==> src/rtl/fc_mac_accumulator.sv <==
// fc_mac_accumulator
// Dual-lane signed MAC fed by the FC weight ROM. Each valid cycle brings two
// weight/feature pairs; INNEURON/2 pairs are accumulated per output neuron,
// then rounded (half-up), arithmetically shifted by FRAC and saturated to
// OUT_WIDTH. Results leave in neuron order with a frame_done strobe on the
// last neuron of the frame.
//
// Handshake: in_valid qualifies weight_*/feat_* in the cycle it is high; there
// is no ready, so the producer may present a pair on any cycle. result_valid is
// a one-cycle strobe with no backpressure; result/neuron_idx hold until the
// next strobe and the consumer must take every strobe.
module fc_mac_accumulator #(
  parameter int DATA_WIDTH = 16,
  parameter int FRAC       = 8,
  parameter int ACC_WIDTH  = 40,
  parameter int OUT_WIDTH  = 16,
  parameter int OUTNEURON  = 10,
  parameter int INNEURON   = 576,
  localparam int IDX_W     = (OUTNEURON > 1) ? $clog2(OUTNEURON) : 1
) (
  input  logic                  clk,
  input  logic                  reset,
  input  logic                  in_valid,
  input  logic [DATA_WIDTH-1:0] weight_a,
  input  logic [DATA_WIDTH-1:0] weight_b,
  input  logic [DATA_WIDTH-1:0] feat_a,
  input  logic [DATA_WIDTH-1:0] feat_b,
  output logic [OUT_WIDTH-1:0]  result,
  output logic                  result_valid,
  output logic [IDX_W-1:0]      neuron_idx,
  output logic                  frame_done
);

  localparam int PAIRS  = INNEURON / 2;
  localparam int PAIR_W = (PAIRS > 1) ? $clog2(PAIRS) : 1;
  localparam int PW     = 2 * DATA_WIDTH;

  localparam logic [PAIR_W-1:0] PAIR_LAST   = PAIR_W'(PAIRS - 1);
  localparam logic [IDX_W-1:0]  NEURON_LAST = IDX_W'(OUTNEURON - 1);

  localparam logic signed [ACC_WIDTH-1:0] HALF    = ACC_WIDTH'(64'sd1 <<< (FRAC - 1));
  localparam logic signed [ACC_WIDTH-1:0] OUT_MAX = ACC_WIDTH'((64'sd1 <<< (OUT_WIDTH - 1)) - 64'sd1);
  localparam logic signed [ACC_WIDTH-1:0] OUT_MIN = ACC_WIDTH'(-(64'sd1 <<< (OUT_WIDTH - 1)));

  // Input-side position within the frame
  logic [PAIR_W-1:0] pair_cnt;
  logic [IDX_W-1:0]  neuron_cnt;
  logic              first_in;
  logic              last_in;

  // Stage 1: registered products plus the flags that travel with them
  logic                 v1;
  logic                 first1;
  logic                 last1;
  logic [IDX_W-1:0]     idx1;
  logic signed [PW-1:0] p_a;
  logic signed [PW-1:0] p_b;

  // Stage 2: running accumulator; last2 marks a completed neuron in acc
  logic signed [ACC_WIDTH-1:0] pa_ext;
  logic signed [ACC_WIDTH-1:0] pb_ext;
  logic signed [ACC_WIDTH-1:0] sum;
  logic signed [ACC_WIDTH-1:0] acc;
  logic                        last2;
  logic [IDX_W-1:0]            idx2;

  // Stage 3 quantization path
  logic signed [ACC_WIDTH-1:0] rnd_sum;
  logic signed [ACC_WIDTH-1:0] rounded;
  logic [OUT_WIDTH-1:0]        sat_val;

  assign first_in = (pair_cnt == '0);
  assign last_in  = (pair_cnt == PAIR_LAST);

  // Pair and neuron counters advance only on accepted pairs
  always_ff @(posedge clk or posedge reset) begin
    if (reset) begin
      pair_cnt   <= '0;
      neuron_cnt <= '0;
    end else if (in_valid) begin
      if (last_in) begin
        pair_cnt   <= '0;
        neuron_cnt <= (neuron_cnt == NEURON_LAST) ? '0 : neuron_cnt + IDX_W'(1);
      end else begin
        pair_cnt <= pair_cnt + PAIR_W'(1);
      end
    end
  end

  // Stage 1: multiply both lanes at full precision and tag the pair
  always_ff @(posedge clk or posedge reset) begin
    if (reset) begin
      v1     <= 1'b0;
      first1 <= 1'b0;
      last1  <= 1'b0;
      idx1   <= '0;
      p_a    <= '0;
      p_b    <= '0;
    end else begin
      v1 <= in_valid;
      if (in_valid) begin
        first1 <= first_in;
        last1  <= last_in;
        idx1   <= neuron_cnt;
        p_a    <= $signed(weight_a) * $signed(feat_a);
        p_b    <= $signed(weight_b) * $signed(feat_b);
      end
    end
  end

  // Sign-extend both products to accumulator width and add them
  always_comb begin
    pa_ext = {{(ACC_WIDTH - PW){p_a[PW-1]}}, p_a};
    pb_ext = {{(ACC_WIDTH - PW){p_b[PW-1]}}, p_b};
    sum    = pa_ext + pb_ext;
  end

  // Stage 2: first pair loads, later pairs add; bubbles leave acc untouched
  always_ff @(posedge clk or posedge reset) begin
    if (reset) begin
      acc   <= '0;
      last2 <= 1'b0;
      idx2  <= '0;
    end else begin
      last2 <= v1 && last1;
      if (v1) begin
        acc  <= first1 ? sum : acc + sum;
        idx2 <= idx1;
      end
    end
  end

  // Round half-up, arithmetic shift, then clamp to the output range
  always_comb begin
    rnd_sum = acc + HALF;
    rounded = rnd_sum >>> FRAC;
    if (rounded > OUT_MAX)      sat_val = OUT_MAX[OUT_WIDTH-1:0];
    else if (rounded < OUT_MIN) sat_val = OUT_MIN[OUT_WIDTH-1:0];
    else                        sat_val = rounded[OUT_WIDTH-1:0];
  end

  // Stage 3: capture the finished neuron; acc is read before any new load lands
  always_ff @(posedge clk or posedge reset) begin
    if (reset) begin
      result       <= '0;
      result_valid <= 1'b0;
      neuron_idx   <= '0;
      frame_done   <= 1'b0;
    end else begin
      result_valid <= last2;
      frame_done   <= last2 && (idx2 == NEURON_LAST);
      if (last2) begin
        result     <= sat_val;
        neuron_idx <= idx2;
      end
    end
  end

endmodule

==> config.mk <==
export PLATFORM = sky130hd
export DESIGN_NAME = fc_mac_accumulator
export DESIGN_NICKNAME = d
export VERILOG_FILES = /design/src/rtl/fc_mac_accumulator.sv
export SDC_FILE = /design/constraint.sdc
export NUM_CORES = 2
export LEC_CHECK = 0
export ABC_AREA = 0
export CAP_MARGIN = 30
export CELL_PAD_IN_SITES_DETAIL_PLACEMENT = 1
export CELL_PAD_IN_SITES_GLOBAL_PLACEMENT = 2
export CORE_MARGIN = 3
export CORE_UTILIZATION = 38
export CTS_BUF_LIST = sky130_fd_sc_hd__clkbuf_8 sky130_fd_sc_hd__clkbuf_16
export DETAILED_ROUTE_END_ITERATION = 8
export GPL_TIMING_DRIVEN = 1
export PLACE_DENSITY = 0.76
export REMOVE_ABC_BUFFERS = 1
export SLEW_MARGIN = 20
export SYNTH_ARGS = -nofsm -noshare
export SYNTH_HDL_FRONTEND = slang
export SYNTH_SLANG_ARGS = --single-unit
==> constraint.sdc <==
create_clock -name clk -period 4.9 [get_ports clk]
set_input_delay 0.735 -clock clk [delete_from_list [all_inputs] [get_ports clk]]
set_output_delay 0.735 -clock clk [all_outputs]
set_load 0.005 [all_outputs]
After elaboration in Yosys (flattened, before gate mapping). Cells that the tools add are included.

Flip-flop bits (word level): 151. Input bits: 67. Output and inout port bits: 22.

Add/subtract/negate cells: 5. Multipliers: 2. Order comparisons: 2. Equality and inequality tests: 3. Muxes and demuxes: 5. Reduce and logical (&&, ||, !) cells: 4.

Operator list (number): $mul 16x16->32 (2); $add 40x33->40 (1); $add 40x9->40 const B (1); $mux 40 (1); $add 32x32->33 (1); $gt 32x16->1 const B (1); $lt 32x16->1 const B (1); $mux 16 (2); $add 9x1->9 const B (1); $eq 9x9->1 const B (1); $logic_not 9->1 (1); $mux 9 (1); $eq 4x4->1 const B (2); $add 4x1->4 const B (1); $mux 4 (1); $logic_and 1x1->1 (2); $reduce_and 2->1 (1).

Depth between registers and ports, before layout.
Word-level depth: 4. Mapped depth: 25.

Least setup slack after synthesis. No wires, ideal clock.

Path kind: in2reg. From: in weight_b[15]. To: reg p_b[30]. Arrival time: 6.466 ns. Data required time: 4.775 ns. Slack: -1.691 ns. Cell stages on the path: 22. Cell sequence: clkbuf_1 nand2_1 inv_1 fa_1 fa_1 fa_1 fa_1 fa_1 inv_1 fa_1 inv_1 ha_1 a21o_1 a21o_1 a21oi_1 inv_1 a31o_2 a21oi_1 nor2b_1 a311oi_1 xnor2_1 mux2_2.

Cells in the longest elaborated chain, start to end: 1.

RTL lines: from (decl) (RTL line 25) `input logic [DATA_WIDTH-1:0] weight_b,`; $mul 16x16->32 (RTL line 106) `p_b <= $signed(weight_b) * $signed(feat_b);`; to (signal assigned) (RTL line 106); to (decl) (RTL line 57) `logic signed [PW-1:0] p_b;`.

No other way between the ends. A chain may end at the register's enable or synchronous reset.

Final worst setup path.
From: in weight_b[5]. To: reg p_b[31].

The elaborated chain is that of the path after synthesis.

==> flow_metrics.env <==
export IMPL_outcome="finished with violations"
export IMPL_failed_checks="setup timing"
export IMPL_synthFlopType="dfrtp_1"
export IMPL_setup_tns_ps=-35510
export IMPL_r2r_end="acc[37]$_DFFE_PP0P_"
export IMPL_ys_seq_area_share_pct=12.7
export IMPL_synthDistinctLibCells=80
export IMPL_worst_slack_ps=-1130
export IMPL_timing_fmax_mhz=166
export IMPL_h_tree_depth=4
export IMPL_drc_errors=0
export IMPL_fp_dieH_um=286
export IMPL_syn2layout_area_growth_pct=34.1
export IMPL_dieArea_mm2=0.0820
export IMPL_antenna_found_initial=0
export IMPL_start_util_pct=38.5
export IMPL_hold_class="reg -> reg"
export IMPL_yosysWarnings=0
export IMPL_clock_skew_ps=17.6
export IMPL_relSlewSlack_pct=45.7
export IMPL_netlist_area_leader_share_pct=35.3
export IMPL_syn_avg_cell_area_um2=9.16
export IMPL_rsz0062_at_grt="yes"
export IMPL_cts_hold_buffers=0
export IMPL_whs_path_depth=1
export IMPL_cts_sinks=151
export IMPL_syn_area_mm2=0.0299
export IMPL_r2r_start="p_b[0]$_DFFE_PP0P_"
export IMPL_worstSetupStartpoint="weight_b[5]"
export IMPL_antenna_cells=0
export IMPL_min_to="frame_done$_DFF_PP0_"
export IMPL_gp_congestion=0.891
export IMPL_worstMarginPinSlew_ps=815
export IMPL_port_buffer_count=88
export IMPL_grt_max_degree=79
export IMPL_cp_arrival_ps=6350
export IMPL_cts_root_buf="clkbuf_16"
export IMPL_path_max_fanout=5
export IMPL_reg2reg_depth=23
export IMPL_drive_gt1_share_pct=31.6
export IMPL_clockBufferDepth=2
export IMPL_multi_input_area_mm2=0.0257
export IMPL_grt_pass1_wl_um=152000
export IMPL_core_area_mm2=0.0776
export IMPL_max_cap_violations=0
export IMPL_criticalPathCategory="in -> reg"
export IMPL_synth_top_area_cell="fa_1"
export IMPL_fill_cells=8746
export IMPL_post_place_ws_ps=-2360
export IMPL_worst_setup_path_end_kind="flip-flop"
export IMPL_dieWidth_um=286
export IMPL_rows=102
export IMPL_grt_use_total_pct=23.0
export IMPL_gr_total_overflow=0
export IMPL_first_global_vias=28868
export IMPL_clk_pin_slew_ps=70
export IMPL_required_ps=5220
export IMPL_firstDrtPassIters=4
export IMPL_fin_area_mm2=0.0400
export IMPL_startpoint_type="input port"
export IMPL_drt_iter0_markers=881
export IMPL_nets=4697
export IMPL_ys_ff_latch=151
export IMPL_io_pin_count=89
export IMPL_place_area_mm2=0.0352
export IMPL_min_from="idx2[1]$_DFFE_PP0P_"
export IMPL_async_flop_share_pct=100
export IMPL_ant_nets=0
export IMPL_slew_violations=0
export IMPL_regArea_mm2=0.00378
export IMPL_synth_area_leaders="fa_1 35%, dfrtp_1 13%, ha_1 10%"
export IMPL_final_hold_viol_count=0
export IMPL_synth_edff_count=0
export IMPL_setup_viol=43
export IMPL_syn_inst=3261
export IMPL_tritoncts="done"
export IMPL_cts_buffers=17
export IMPL_wl_per_cell_um=19.1
export IMPL_vias_per_cell=5.06
export IMPL_dp_hpwl_um=73100
export IMPL_period_minus_slack_ps=6030
export IMPL_rrSetupSlack_ps=-70
export IMPL_clock_latency_ps=460
export IMPL_wirelength_um=94000
export IMPL_routed_via_count=24906
export IMPL_period_share_pct=123
==> state kept, by name (all words and copies together), names as in the netlist, 4 cells and up <==
register / flops
acc: 40
neuron_cnt: 4
p_b: 32
result: 16
idx1: 4
neuron_idx: 4
p_a: 32
pair_cnt: 9
idx2: 4
==> placed cells by master, fill, tap and decap left out, drive strengths merged, types with 5 or more instances in the layout <==
cell type,Yosys,layout
a211oi,10,10
a21o,87,87
a21oi,155,155
a31o,7,7
a31oi,23,23
and2,245,245
and3,15,15
buf,12,655
clkbuf,101,24
clkdlybuf4s15,0,9
clkdlybuf4s50,0,25
dfrtp,151,151
fa,526,526
ha,238,238
inv,612,621
mux2,64,64
mux2i,8,8
nand2,330,330
nand2b,22,22
nand3,46,46
nand4,15,15
nor2,158,158
nor2b,14,14
nor3,25,25
nor4,14,14
o211ai,9,9
o21a,18,18
o21ai,68,68
o21bai,15,15
o22a,13,13
o22ai,5,5
o31ai,11,11
or3,8,8
xnor2,115,115
xor2,48,48
==> layout make-up <==
class / instances / area share, %
sequential: 151 / 9.45
multi-input combinational: 2383 / 64.3
tap: 1040 / 3.25
inverter: 614 / 5.78
timing repair buffer: 699 / 15.9
clock buffer: 17 / 1.06
clock inverter: 15 / 0.306
==> worst max path at each step <==
stage	endpoint	cells after the start	slack, ps
finish	p_b[31]$_DFFE_PP0P_	26	-1130
detailed placement	p_a[30]$_DFFE_PP0P_	22	-2360
CTS	p_b[29]$_DFFE_PP0P_	24	-1130
global placement	p_a[30]$_DFFE_PP0P_	23	-2210
global route	p_b[26]$_DFFE_PP0P_	23	-1270
floorplan	p_b[30]$_DFFE_PP0P_	21	-1450
==> worst max-delay path: stages <==
cell and delay [ps]:
buf_8 110, buf_6 120, buf_6 130, and2_4 160
fa_1 460, fa_1 570, ha_2 170, inv_2 40
fa_1 530, inv_2 50, fa_1 530, inv_1 70
fa_1 500, inv_2 50, ha_4 150, buf_6 120
or3_4 330, o221a_4 240, nor2_4 120, o21a_4 170
o41ai_4 70, buf_4 170, a221o_1 350, a21oi_2 160
xnor2_1 140, a21oi_1 90
==> metal layers <==
layer	GRT usage [%]	vias to the layer above	part of all wire (%)
li1	-	11481	-
met1	29.5	12970	43
met2	41.5	334	52
met3	2.53	121	2.6
met4	5.60	0	2.3
met5	0	-	0
==> cells by family after synthesis <==
logic type / Yosys count / synth area share [%]
AND/OR/NAND/NOR: 913 / 15.1
buffers and inverters: 727 / 9.19
adder cells (fa/ha/maj): 764 / 45.2
XOR/XNOR: 163 / 4.78
AO/OA/AOI/OAI: 471 / 10.4
flip-flops: 151 / 12.7
multiplexers: 72 / 2.68
==> cells in the mapped netlist, types with 5 or more instances <==
cell      number
clkbuf_1     101
nand2_1      330
buf_1          6
and3_1        15
nor4_1        12
or3_1          8
dfrtp_1      151
nor3_1        25
o21bai_1      15
mux2i_1        8
nor2b_1       14
nand3_1       45
fa_1         526
xor2_1        48
ha_1         238
nand4_1       14
o22ai_1        5
and2_1       245
buf_2          5
a31oi_1       23
a211oi_1      10
mux2_2        64
o21a_1        18
o31ai_1       10
a21oi_1      155
o211ai_1       9
nand2b_1      22
inv_1        612
o21ai_0       67
nor2_1       157
xnor2_1      115
a21o_1        87
a31o_2         7
o22a_1        13
==> stage by stage <==
stage,std cells,hold slack [ps],util [%]
floorplan,3148,421,-
global placement,4729,447,45.3
detailed placement,4730,450,45.4
CTS,4879,462,49.7
global route,4919,496,51.6
finish,4919,460,51.6
==> repair_timing <==
item,4_1_cts,5_1_grt
endpoints found under the setup margin,64,62
cloned,6,0
pin swaps,326,240
resized for setup,752,294
buffers inserted,114,60
Power is not shown: default switching activity piles up to over one toggle a cycle in this logic, so the estimate is an artifact.
